===== src/rtl/multichannel_pattern_generator.sv =====
// -----------------------------------------------------------------------------
// multichannel_pattern_generator
//
// Captures one timestep of spikes per beat from N_CH channels into a
// T_WINDOW-bit temporal pattern per channel. Each closed window goes out
// through a single registered output slot. One capture window may wait
// behind the output slot in HOLD.
//
// Optional feature macro: MPG_POPCOUNT_EN
//   defined   -> popcnt_out port and per-channel spike counters are present
//   undefined -> no popcnt_out port and no counter logic
//
// Ports
//   clk            in   clock
//   rst            in   synchronous active-high reset
//   spike_valid    in   spike_in carries one timestep
//   spike_in       in   [N_CH]   channel c spike for this timestep
//   spike_ready    out  the block accepts a timestep (COLLECT, out of reset)
//   flush          in   close the current window early
//   pattern_valid  out  output window available
//   pattern_ready  in   consumer accepts the output window
//   pattern_out    out  [N_CH*T_WINDOW] bit c*T_WINDOW+t = channel c, step t
//   mask_out       out  [N_CH]   OR of each channel's pattern
//   win_len_out    out  [CNT_W]  timesteps captured in the window
//   popcnt_out     out  [N_CH*CNT_W] per-channel spike count (optional)
//   dbg_state      out  FSM state (0 = COLLECT, 1 = HOLD)
//
// Handshakes: a transfer happens on a rising edge where valid and ready are
// both high. A valid that is high stays high, with its data stable, until
// that transfer happens.
// -----------------------------------------------------------------------------
module multichannel_pattern_generator #(
    parameter int N_CH     = 4,
    parameter int T_WINDOW = 16,
    parameter int CNT_W    = $clog2(T_WINDOW + 1)
) (
    input  logic                     clk,
    input  logic                     rst,
    input  logic                     spike_valid,
    input  logic [N_CH-1:0]          spike_in,
    output logic                     spike_ready,
    input  logic                     flush,
    output logic                     pattern_valid,
    input  logic                     pattern_ready,
    output logic [N_CH*T_WINDOW-1:0] pattern_out,
    output logic [N_CH-1:0]          mask_out,
    output logic [CNT_W-1:0]         win_len_out,
`ifdef MPG_POPCOUNT_EN
    output logic [N_CH*CNT_W-1:0]    popcnt_out,
`endif
    output logic [0:0]               dbg_state
);

    localparam logic [0:0] ST_COLLECT = 1'b0;
    localparam logic [0:0] ST_HOLD    = 1'b1;
    localparam logic [CNT_W-1:0] TS_LAST = CNT_W'(T_WINDOW - 1);

    logic [0:0]               r_state;
    logic                     r_run;       // low for the cycle after reset
    logic [CNT_W-1:0]         r_ts;
    logic [N_CH*T_WINDOW-1:0] r_cap;
    logic [CNT_W-1:0]         r_hold_len;  // length of the window parked in HOLD
    logic                     r_pv;
    logic [N_CH*T_WINDOW-1:0] r_pat;
    logic [N_CH-1:0]          r_mask;
    logic [CNT_W-1:0]         r_len;

    logic                     w_beat;
    logic                     w_close;
    logic                     w_drain;
    logic                     w_load;
    logic                     w_hold_enter;
    logic [N_CH*T_WINDOW-1:0] w_cap_next;
    logic [N_CH-1:0]          w_mask_next;
    logic [CNT_W-1:0]         w_len_next;

`ifdef MPG_POPCOUNT_EN
    logic [N_CH*CNT_W-1:0]    r_pop;
    logic [N_CH*CNT_W-1:0]    r_pop_out;
    logic [N_CH*CNT_W-1:0]    w_pop_next;
`endif

    assign spike_ready = (r_state == ST_COLLECT) && r_run;
    assign w_beat      = spike_valid && spike_ready;
    assign w_drain     = r_pv && pattern_ready;

    // A flush closes only a non-empty window (or one gaining a beat now).
    assign w_close = (r_state == ST_COLLECT) && r_run &&
                     ((w_beat && (r_ts == TS_LAST)) ||
                      (flush && ((r_ts != '0) || w_beat)));

    // Output slot takes new data when it is free or being emptied this edge,
    // or when HOLD sees the consumer take the current window.
    assign w_load       = (w_close && (!r_pv || w_drain)) ||
                          ((r_state == ST_HOLD) && pattern_ready);
    assign w_hold_enter = w_close && r_pv && !w_drain;

    // In HOLD no beat is accepted, so w_cap_next equals r_cap there.
    always_comb begin
        w_cap_next = r_cap;
        if (w_beat) begin
            for (int c = 0; c < N_CH; c++) begin
                w_cap_next[c*T_WINDOW + int'(r_ts)] = spike_in[c];
            end
        end
        for (int c = 0; c < N_CH; c++) begin
            w_mask_next[c] = |w_cap_next[c*T_WINDOW +: T_WINDOW];
        end
        w_len_next = (r_state == ST_HOLD) ? r_hold_len
                                          : (r_ts + CNT_W'(w_beat));
    end

`ifdef MPG_POPCOUNT_EN
    always_comb begin
        w_pop_next = r_pop;
        for (int c = 0; c < N_CH; c++) begin
            w_pop_next[c*CNT_W +: CNT_W] = r_pop[c*CNT_W +: CNT_W] +
                                           CNT_W'(w_beat && spike_in[c]);
        end
    end
    assign popcnt_out = r_pop_out;
`endif

    always_ff @(posedge clk) begin
        if (rst) begin
            r_state    <= ST_COLLECT;
            r_run      <= 1'b0;
            r_ts       <= '0;
            r_cap      <= '0;
            r_hold_len <= '0;
            r_pv       <= 1'b0;
            r_pat      <= '0;
            r_mask     <= '0;
            r_len      <= '0;
`ifdef MPG_POPCOUNT_EN
            r_pop      <= '0;
            r_pop_out  <= '0;
`endif
        end else begin
            r_run <= 1'b1;

            if (w_load) begin
                r_pv   <= 1'b1;
                r_pat  <= w_cap_next;
                r_mask <= w_mask_next;
                r_len  <= w_len_next;
`ifdef MPG_POPCOUNT_EN
                r_pop_out <= w_pop_next;
`endif
            end else if (w_drain) begin
                r_pv <= 1'b0;
            end

            if (w_load) begin
                // New window starts empty.
                r_cap   <= '0;
                r_ts    <= '0;
                r_state <= ST_COLLECT;
`ifdef MPG_POPCOUNT_EN
                r_pop   <= '0;
`endif
            end else if (w_hold_enter) begin
                r_cap      <= w_cap_next;
                r_hold_len <= w_len_next;
                r_state    <= ST_HOLD;
`ifdef MPG_POPCOUNT_EN
                r_pop      <= w_pop_next;
`endif
            end else if (w_beat) begin
                r_cap <= w_cap_next;
                r_ts  <= r_ts + 1'b1;
`ifdef MPG_POPCOUNT_EN
                r_pop <= w_pop_next;
`endif
            end
        end
    end

    assign pattern_valid = r_pv;
    assign pattern_out   = r_pat;
    assign mask_out      = r_mask;
    assign win_len_out   = r_len;
    assign dbg_state     = r_state;

endmodule


===== config.mk =====
export PLATFORM = sky130hd
export DESIGN_NAME = multichannel_pattern_generator
export DESIGN_NICKNAME = d
export VERILOG_FILES = /design/src/rtl/multichannel_pattern_generator.sv
export SDC_FILE = /design/constraint.sdc
export NUM_CORES = 1
export LEC_CHECK = 0
export ABC_AREA = 1
export CORE_AREA = 3 3 146 148
export CTS_CLUSTER_SIZE = 20
export DETAILED_ROUTE_END_ITERATION = 6
export DIE_AREA = 0 0 149 151
export MAX_ROUTING_LAYER = met4
export SKIP_LAST_GASP = 1
export SLEW_MARGIN = 5
export SYNTH_ARGS = -nofsm -noshare
export SYNTH_HDL_FRONTEND = slang
export SYNTH_SLANG_ARGS = --single-unit

===== constraint.sdc =====
create_clock -name clk -period 2.87 [get_ports clk]
set_input_delay 0.287 -clock clk [delete_from_list [all_inputs] [get_ports clk]]
set_output_delay 0.287 -clock clk [all_outputs]
set_load 0.01 [all_outputs]

==> impl_metrics.sql, run 1 <==
INSERT INTO impl_metrics (metric_group, metric, value, unit) VALUES
('critical_path', 'slowest_stage', 'ha_1', ''),
('drt', 'wl_per_cell', '16.28', 'um'),
('clock_tree', 'cts_tree', 'built', ''),
('sta', 'tightest_slew', '0.6217', 'ns'),
('global_route', 'globalRouteTotalUtil', '0.2195', ''),
('yosys', 'yosys.cell_count.top_type', 'nand2_1', ''),
('global_route', 'first_global_vias', '6867', ''),
('clock_tree', 'cts.sinks', '150', ''),
('floorplan', 'io-pin-count', '85', ''),
('layout', 'layout.nets', '1180', ''),
('min_path', 'min-delay-start', 'r_hold_len[3]', ''),
('layout', 'syn_to_final_growth', '23.29', '%'),
('sta', 'grt_setup_unrepaired', 'false', ''),
('clock_tree', 'cts_htree_levels', '4', ''),
('floorplan', 'core_region_area', '20170', 'sq um'),
('drt', 'route.detailed.vias_per_inst', '4.941', ''),
('clock_tree', 'clk_pin_slew_worst_paths', '0.07', 'ns'),
('placement', 'detailed_place_hpwl', '16.82', 'mm'),
('clock_tree', 'root_buf_cell', 'clkbuf_16', ''),
('sta', 'layout_min_cycle_time', '2.531', 'ns'),
('placement', 'dpl.cell_count', '1415', ''),
('floorplan', 'dieHeight', '151', 'um'),
('drt', 'detail_route.wirelength', '23.56', 'mm'),
('critical_path', 'cp.arrival', '2.86', 'ns'),
('clock_tree', 'post_cts_hold_buffer_count', '0', ''),
('power', 'power.density_cell_area', '545.8', 'nW/um^2'),
('yosys', 'synth_area_leaders', 'dfxtp_1 41%, nand2_1 17%, nand3_1 6.4%', ''),
('floorplan', 'initial_utilization', '0.3667', ''),
('yosys', 'synth_largest_area_cell', 'dfxtp_1', ''),
('clock_tree', 'postCtsSetupRepairBufs', '0', ''),
('run_status', 'status', 'completed', ''),
('yosys', 'netlist-cell-type-count', '39', ''),
('drt', 'drc', '0', ''),
('critical_path', 'start_kind', 'register', ''),
('layout', 'final_layout_size_suffix_gt1_frac', '0.09346', ''),
('critical_path', 'worst-r2r-cell-count', '10', ''),
('min_path', 'holdCritPathClass', 'register to register', ''),
('sta', 'drv_slew', '0', ''),
('clock_tree', 'clk_path_buf_depth', '2', ''),
('layout', 'final_cell_count_no_fill', '1447', ''),
('global_route', 'total_global_routing_overflow', '0', ''),
('drt', 'via_count', '7150', ''),
('layout', 'final_core_util', '0.4522', ''),
('sta', 'finalSetupViolCount', '0', ''),
('floorplan', 'die_width', '149', 'um'),
('yosys', 'ys_seq_elements', '150', ''),
('yosys', 'ys_dominant_reg_cell', 'dfxtp_1', ''),
('drt', 'drtPass1Iterations', '5', ''),
('min_path', 'cell_depth_of_the_worst_hold_path', '2', ''),
('critical_path', 'cp_common_cell', 'nor2_1', ''),
('yosys', 'seq_area_frac_synth', '0.4060', ''),
('global_route', 'grt_max_degree', '67', ''),
('clock_tree', 'insertion_delay', '0.43', 'ns'),
('yosys', 'ys_top_cells_by_count', '327 x nand2_1, 150 x dfxtp_1, 122 x nor2_1', ''),
('clock_tree', 'cts_inserted_buffers', '17', ''),
('yosys', 'number_of_flops_mapped_to_enable_cells_by_yosys', '0', ''),
('yosys', 'ys_async_sr_fraction', '0', ''),
('placement', 'placement.io_buffers', '84', ''),
('critical_path', 'critPathMaxFanout', '11', ''),
('critical_path', 'regToRegEndpoint', 'mask_out[0]', ''),
('yosys', 'syn_nets', '1103', ''),
('placement', 'routability_congestion_estimate', '0.9448', ''),
('layout', 'final.fill_count', '2143', ''),
('critical_path', 'cpPeakStageDelay', '0.65', 'ns'),
('yosys', 'syn-mean-instance-area', '6.805', 'sq um'),
('yosys', 'synth_largest_type_area_fraction', '0.4060', ''),
('global_route', 'antenna_found_initial', '0', ''),
('run', 'maxCapViolations', '0', ''),
('power', 'total_leakage_power', '3.983', 'nW'),
('min_path', 'hold_path_end', 'r_hold_len[3]', ''),
('floorplan', 'rows', '52', '');
## metrics by stage
| stage | instance area, sq um | setup slack, ns | hold WS, ns | power, mW |
|---|---|---|---|---|
| after global routing | 9120 | 0.06672 | 0.4695 | 5.167 |
| after floorplan | 7397 | 0.7391 | 0.3561 | 2.535 |
| after global placement | 8529 | 0.2677 | 0.4365 | 2.754 |
| after detailed placement | 8529 | 0.2576 | 0.4423 | 2.754 |
| after CTS | 9120 | 0.3150 | 0.4525 | 5.029 |
| final | 9120 | 0.3388 | 0.4473 | 4.977 |
## flip-flops by register name, indices dropped and copies added, names as in the netlist
name / cells
r_cap: 64
win_len_out: 5
pattern_out: 64
mask_out: 4
r_ts: 5
r_run: 1
dbg_state: 1
pattern_valid: 1
r_hold_len: 5
## cells in the final DEF, fill, tap and decap left out, types with 3 or more instances in the layout
master and instances:
a22o_1 9, nand2_1 327, buf_12 6, nand2_4 4
clkbuf_16 17, inv_6 3, o21ai_0 57, nor2_8 3
inv_4 4, ha_1 7, dfxtp_1 150, a21oi_1 41
or2_2 3, nor2_4 5, o21ai_2 11, a21boi_0 5
nand4_1 11, o21ai_1 40, clkinvlp_4 3, inv_1 103
buf_4 22, nor2_1 122, nand3_1 94, clkdlybuf4s50_1 84
nor2_2 7, nand2_2 4, nand3_2 3, inv_2 6
## worst max-delay path, delay by kind of cell, from the launching register on
kind	cells	cell delay [ns]
AND/OR/NAND/NOR	8	1.03
adder cells (fa/ha/maj)	1	0.65
flip-flops	1	0.59
AO/OA/AOI/OAI	1	0.15
## worst max path at each step
| stage | startpoint | endpoint | slack, ns |
|---|---|---|---|
| floorplan | dbg_state | r_hold_len[2] | 0.74 |
| global placement | spike_valid | mask_out[2] | 0.27 |
| detailed placement | spike_valid | mask_out[2] | 0.26 |
| CTS | r_ts[1] | mask_out[0] | 0.32 |
| global route | r_ts[1] | mask_out[0] | 0.07 |
| finish | r_ts[1] | mask_out[0] | 0.34 |
## metal layers
| metal | global-route usage | vias to the layer above | wire length (um) |
|---|---|---|---|
| li1 | - | 3611 | - |
| met1 | 0.2701 | 3243 | 10440 |
| met2 | 0.3505 | 247 | 10810 |
| met3 | 0.04488 | 49 | 1416 |
| met4 | 0.09703 | 0 | 905 |
| met5 | - | - | 0 |
## logic make-up after synthesis
group | Yosys count | share of synthesized area
AND/OR/NAND/NOR | 587 | 0.3430
multiplexers | 1 | 0.001353
AO/OA/AOI/OAI | 174 | 0.1331
flip-flops | 150 | 0.4060
buffers and inverters | 167 | 0.1035
adder cells (fa/ha/maj) | 7 | 0.01184
XOR/XNOR | 1 | 0.001184
## report_power, final
part | leakage (nW) | total (mW) | switching, mW | internal [mW]
combinational | 2.49 | 0.551 | 0.371 | 0.181
sequential | 1.21 | 2.16 | 0.0308 | 2.13
clock | 0.282 | 2.27 | 0.951 | 1.32
## area by class of cell
class	instances	area [sq um]	area share
Timing Repair Buffer	112	1126	0.1235
Clock inverter	13	147.6	0.01619
Inverter	113	434.2	0.04761
Sequential cell	150	3003	0.3293
Clock buffer	19	442.9	0.04857
Multi-Input combinational cell	770	3628	0.3979
Tap cell	270	337.8	0.03704
No activity file was read; power rests on OpenSTA's default activity.
==> run 2: changes to the inputs <==
CORE_AREA = 2 2 145 147   (was 3 3 146 148)
DIE_AREA = 0 0 147 149   (was 0 0 149 151)
==> impl_metrics.sql, run 2 (synthesis results as in run 1) <==
INSERT INTO impl_metrics (metric_group, metric, value, unit) VALUES
('critical_path', 'worstPathRequired', '3.18', 'ns'),
('clock_tree', 'cts_inserted_buffers', '17', ''),
('drt', 'drtPass1Iterations', '6', ''),
('layout', 'count_of_inserted_antenna_diode_cells', '0', ''),
('clock_tree', 'cts_resized', '0', ''),
('global_route', 'globalRouteTotalUtil', '0.2167', ''),
('global_route', 'grt_pass1_wl', '35.67', 'mm'),
('critical_path', 'cpPeakStageDelay', '0.69', 'ns'),
('layout', 'final_layout_size_suffix_gt1_frac', '0.08874', ''),
('layout', 'mostFrequentLayoutCell', 'nand2_1', ''),
('critical_path', 'cp_common_cell', 'nand3_1', ''),
('sta', 'final_min_period_over_clock_period', '0.8758', ''),
('drt', 'met2WireLength', '10.63', 'mm'),
('clock_tree', 'insertion_delay', '0.43', 'ns'),
('sta', 'max_freq', '397.8', 'MHz'),
('floorplan', 'dieHeight', '149', 'um'),
('critical_path', 'critPathMaxFanout', '8', ''),
('sta', 'tightest_slew', '0.6351', 'ns'),
('drt', 'detail_route.wirelength.met1', '10.40', 'mm'),
('floorplan', 'core_region_area', '20560', 'sq um'),
('power', 'total_leakage_power', '3.933', 'nW'),
('sta', 'finalSetupViolCount', '0', ''),
('run_status', 'status', 'completed', ''),
('sta', 'final.setup.tns', '0', 'ns'),
('layout', 'stdcell_area', '9029', 'sq um'),
('clock_tree', 'post_cts_hold_buffer_count', '0', ''),
('placement', 'detailed_place_hpwl', '16.13', 'mm'),
('placement', 'routability_congestion_estimate', '0.9486', ''),
('clock_tree', 'postCtsSetupRepairBufs', '0', ''),
('clock_tree', 'clk_path_buf_depth', '2', ''),
('sta', 'hold-worst-slack', '0.4466', 'ns'),
('clock_tree', 'clk_pin_slew_worst_paths', '0.06', 'ns'),
('global_route', 'first_global_vias', '6550', ''),
('drt', 'postRouteAntennaNets', '0', ''),
('critical_path', 'slowest_stage', 'dfxtp_1', ''),
('critical_path', 'crit_type', 'register to register', ''),
('drt', 'drc', '0', ''),
('global_route', 'grt_max_degree', '67', ''),
('placement', 'placement.io_buffers', '84', ''),
('floorplan', 'io-pin-count', '85', ''),
('floorplan', 'initial_utilization', '0.3598', ''),
('floorplan', 'die_width', '147', 'um'),
('drt', 'routed.top_layer', 'met4', ''),
('critical_path', 'start_kind', 'register', ''),
('min_path', 'holdCritPathClass', 'register to register', ''),
('power', 'power.total', '4.887', 'mW'),
('global_route', 'total_global_routing_overflow', '0', ''),
('clock_tree', 'cts_tree', 'built', ''),
('drt', 'detail_route.wirelength', '22.60', 'mm'),
('floorplan', 'dieArea', '21900', 'sq um'),
('layout', 'syn_to_final_growth', '22.06', '%'),
('drt', 'route.detailed.vias_per_inst', '4.843', ''),
('clock_tree', 'cts_htree_levels', '4', ''),
('layout', 'ff_latch_area', '3003', 'sq um'),
('sta', 'relSlewSlack', '0.5761', ''),
('layout', 'final.fill_count', '2233', ''),
('sta', 'grt_setup_unrepaired', 'false', ''),
('drt', 'routed_wire_length_on_met3', '913', 'um'),
('sta', 'drv_slew', '0', ''),
('critical_path', 'worst-r2r-setup-slack', '0.36', 'ns'),
('layout', 'multiInputGateArea', '3628', 'sq um'),
('layout', 'layout.nets', '1175', ''),
('sta', 'timing.clock.skew', '0.009143', 'ns'),
('critical_path', 'cp.arrival', '2.82', 'ns'),
('drt', 'via_count', '7008', ''),
('floorplan', 'rows', '53', ''),
('drt', 'drtIter0Drc', '508', ''),
('sta', 'final_hold_viol_count', '0', ''),
('run', 'maxCapViolations', '0', ''),
('power', 'irDropWorstVdd', '0.4098', 'mV'),
('layout', 'layout_common_cells', '327 x nand2_1, 150 x dfxtp_1, 122 x nor2_1', ''),
('placement', 'dpl-instance-area', '8448', 'sq um'),
('power', 'power.density_cell_area', '541.3', 'nW/um^2'),
('sta', 'layout_min_cycle_time', '2.514', 'ns'),
('critical_path', 'list_of_cells_traversed_by_the_critical_path', 'nand2_4 -> nor2_2 -> nand3_1 -> nand3_1 -> nand2_1 -> nor2_1 -> nand3_1 -> nor2_1 -> a21oi_1', ''),
('clock_tree', 'cts.sinks', '150', ''),
('clock_tree', 'root_buf_cell', 'clkbuf_16', ''),
('drt', 'wl_per_cell', '15.62', 'um'),
('global_route', 'antenna_found_initial', '0', ''),
('critical_path', 'setup.worst_path.end_class', 'register', '');
[run 2: changes by cell type in the layout (fill, tap and decap cells not counted)]
| cell | change |
|---|---|
| inv_8 | -1 |
| clkinv_2 | -1 |
| clkbuf_1 | +1 |
| buf_4 | -1 |
| bufinv_16 | -1 |
| buf_12 | -4 |
| inv_6 | -1 |
| clkbuf_8 | +3 |
[run 2: critical path: cells and delay by family (launching register included)]
family,cells,cell delay [ns]
AND/OR/NAND/NOR,8,1.60
flip-flops,1,0.69
AO/OA/AOI/OAI,1,0.11
[run 2: final timing paths]
| check | start | end | depth (start not counted) |
|---|---|---|---|
| hold reg to reg | r_hold_len[3] | r_hold_len[3] | 2 |
| hold / removal | r_hold_len[3] | r_hold_len[3] | 2 |
| setup reg to reg | r_ts[4] | mask_out[2] | 9 |
| setup / recovery | r_ts[4] | mask_out[2] | 9 |
[run 2: power by group]
group / leakage [nW] / switching, mW / internal [mW]
sequential: 1.21 / 0.0283 / 2.13
combinational: 2.44 / 0.361 / 0.166
clock: 0.276 / 0.911 / 1.29
[run 2: through the flow]
step | setup slack (ns) | utilization | std cells
6_report | 0.3564 | 0.4392 | 1447
3_5_place_dp | 0.1111 | 0.4110 | 1415
3_3_place_gp | 0.08916 | 0.4110 | 1415
2_1_floorplan | 0.7391 | - | 1087
5_1_grt | 0.1469 | 0.4392 | 1447
4_1_cts | 0.3521 | 0.4392 | 1447
[run 2: cell type report]
class	count	area share
Timing Repair Buffer	107	0.1150
Clock buffer	23	0.05405
Tap cell	275	0.03811
Multi-Input combinational cell	770	0.4019
Inverter	113	0.04809
Clock inverter	9	0.01025
Sequential cell	150	0.3326
[run 2: layer usage]
layer  vias up  track usage
met5         -            -
met4         0      0.08894
met3        38      0.03303
met2       176       0.3474
met1      3185       0.2754
li1       3609            -
==> run 3: changes to the inputs <==
clock period = 2.79 ns   (was 2.87 ns; I/O delays follow)
==> impl_metrics.sql, run 3 (synthesis results as in run 1) <==
INSERT INTO impl_metrics (metric_group, metric, value, unit) VALUES
('run_status', 'status', 'completed', ''),
('clock_tree', 'cts_tree', 'built', ''),
('critical_path', 'list_of_cells_traversed_by_the_critical_path', 'buf_4 -> inv_2 -> ha_1 -> nand3_1 -> nor2_1 -> nand2_1 -> o21ai_0 -> nand2_1 -> nor2_1 -> nand4_1 -> nor2_1 -> nor2_1', ''),
('layout', 'count_of_inserted_antenna_diode_cells', '0', ''),
('critical_path', 'start_kind', 'register', ''),
('sta', 'layout_min_cycle_time', '2.493', 'ns'),
('global_route', 'antenna_found_initial', '0', ''),
('layout', 'layout.nets', '1181', ''),
('layout', 'final_cell_count_no_fill', '1452', ''),
('critical_path', 'critPathBufInv', '2', ''),
('drt', 'via_count', '7118', ''),
('sta', 'max_freq', '401.2', 'MHz'),
('clock_tree', 'clk_pin_slew_worst_paths', '0.06', 'ns'),
('global_route', 'first_global_vias', '6739', ''),
('sta', 'relSlewSlack', '0.4988', ''),
('critical_path', 'critical_path.top_delay_family', 'simple AND/OR/NAND/NOR gates', ''),
('sta', 'hold-worst-slack', '0.4488', 'ns'),
('drt', 'drtIter0Drc', '489', ''),
('drt', 'detail_route.wirelength', '23.04', 'mm'),
('sta', 'tightest_slew', '0.7518', 'ns'),
('clock_tree', 'clk_path_buf_depth', '2', ''),
('critical_path', 'setup.worst_path.end_class', 'register', ''),
('floorplan', 'rows', '53', ''),
('run', 'maxCapViolations', '0', ''),
('critical_path', 'worstPathRequired', '3.11', 'ns'),
('critical_path', 'slowest_stage', 'ha_1', ''),
('sta', 'final.setup.tns', '0', 'ns'),
('clock_tree', 'cts_htree_levels', '4', ''),
('global_route', 'grt_max_degree', '67', ''),
('clock_tree', 'post_cts_hold_buffer_count', '0', ''),
('clock_tree', 'insertion_delay', '0.43', 'ns'),
('layout', 'layout_common_cells', '327 x nand2_1, 150 x dfxtp_1, 122 x nor2_1', ''),
('clock_tree', 'root_buf_cell', 'clkbuf_16', ''),
('clock_tree', 'postCtsSetupRepairBufs', '0', ''),
('sta', 'grt_setup_unrepaired', 'false', ''),
('floorplan', 'die_width', '147', 'um'),
('global_route', 'total_global_routing_overflow', '0', ''),
('sta', 'drv_slew', '0', ''),
('placement', 'dpl.cell_count', '1421', ''),
('floorplan', 'core_region_area', '20560', 'sq um'),
('drt', 'wl_per_cell', '15.87', 'um'),
('clock_tree', 'cts.sinks', '150', ''),
('min_path', 'holdCritPathClass', 'register to register', ''),
('clock_tree', 'cts_resized', '0', ''),
('clock_tree', 'cts_inserted_buffers', '17', ''),
('placement', 'detailed_place_hpwl', '16.58', 'mm'),
('layout', 'syn_to_final_growth', '24.26', '%'),
('floorplan', 'dieArea', '21900', 'sq um'),
('critical_path', 'critPathMaxFanout', '14', ''),
('drt', 'postRouteAntennaNets', '0', ''),
('critical_path', 'cp_common_cell', 'nor2_1', ''),
('floorplan', 'io-pin-count', '85', ''),
('global_route', 'grt_pass1_wl', '36.61', 'mm'),
('drt', 'route.detailed.vias_per_inst', '4.902', ''),
('sta', 'final_min_period_over_clock_period', '0.8934', ''),
('placement', 'placement.io_buffers', '84', ''),
('power', 'power.density_cell_area', '583.4', 'nW/um^2'),
('layout', 'final_core_util', '0.4471', ''),
('sta', 'timing.clock.skew', '0.007685', 'ns'),
('global_route', 'globalRouteTotalUtil', '0.2196', ''),
('layout', 'mostFrequentLayoutCell', 'nand2_1', ''),
('critical_path', 'cp.arrival', '2.81', 'ns'),
('sta', 'final_hold_viol_count', '0', ''),
('floorplan', 'dieHeight', '149', 'um'),
('drt', 'drc', '0', ''),
('sta', 'finalSetupViolCount', '0', ''),
('power', 'total_leakage_power', '4.023', 'nW'),
('power', 'irDropWorstVdd', '0.4576', 'mV'),
('floorplan', 'initial_utilization', '0.3598', ''),
('placement', 'routability_congestion_estimate', '0.9541', ''),
('critical_path', 'cpPeakStageDelay', '0.55', 'ns'),
('critical_path', 'crit_type', 'register to register', ''),
('layout', 'final_layout_size_suffix_gt1_frac', '0.09431', ''),
('drt', 'drtPass1Iterations', '5', '');
-- run 3: cell types whose count changed in the layout (fill, tap and decap cells not counted), sizes merged --
cell / change
bufinv: +4
clkinvlp: -2
buf: +6
clkbuf: -3
-- run 3: worst paths after layout --
kind	from	end	slack [ns]	cells past startpoint
worst min register to register	r_hold_len[3]	r_hold_len[3]	0.45	2
worst max register to register	r_ts[1]	mask_out[0]	0.30	12
worst min-delay path	r_hold_len[3]	r_hold_len[3]	0.45	2
worst max-delay path	r_ts[1]	mask_out[0]	0.30	12
-- run 3: per-layer routing --
layer | wire [um] | up-vias | global-route usage
met3 | 964 | 28 | 0.03180
li1 | - | 3621 | -
met2 | 11230 | 169 | 0.3732
met4 | 433 | 0 | 0.06731
met5 | 0 | - | -
met1 | 10410 | 3300 | 0.2721
-- run 3: worst register-to-register path, stage by stage (launching register included) --
cell and delay (ns):
dfxtp_1 0.33, buf_4 0.19, inv_2 0.11, ha_1 0.55
nand3_1 0.18, nor2_1 0.24, nand2_1 0.10, o21ai_0 0.17
nand2_1 0.09, nor2_1 0.14, nand4_1 0.09, nor2_1 0.14
nor2_1 0.05
-- run 3: area by class of cell --
class / count / area, sq um
clock buffer: 20 / 466.7
fill: 2168 / 11370
sequential: 150 / 3003
timing repair buffer: 113 / 1121
tap: 275 / 344.1
clock inverter: 11 / 193.9
inverter: 113 / 434.2
multi-input combinational: 770 / 3628
-- run 3: report_power, final --
part	switching [mW]	internal [mW]
logic	0.379	0.181
clock network	0.930	1.66
registers	0.0242	2.19
total	1.33	4.03
-- run 3: stage by stage --
| step | cell area (sq um) | power, mW | setup WS (ns) |
|---|---|---|---|
| 2_1_floorplan | 7397 | 2.608 | 0.6591 |
| 3_3_place_gp | 8531 | 2.817 | 0.1035 |
| 3_5_place_dp | 8531 | 2.817 | 0.1527 |
| 4_1_cts | 9191 | 5.398 | 0.3305 |
| 5_1_grt | 9191 | 5.543 | 0.0002329 |
| 6_report | 9191 | 5.362 | 0.2974 |
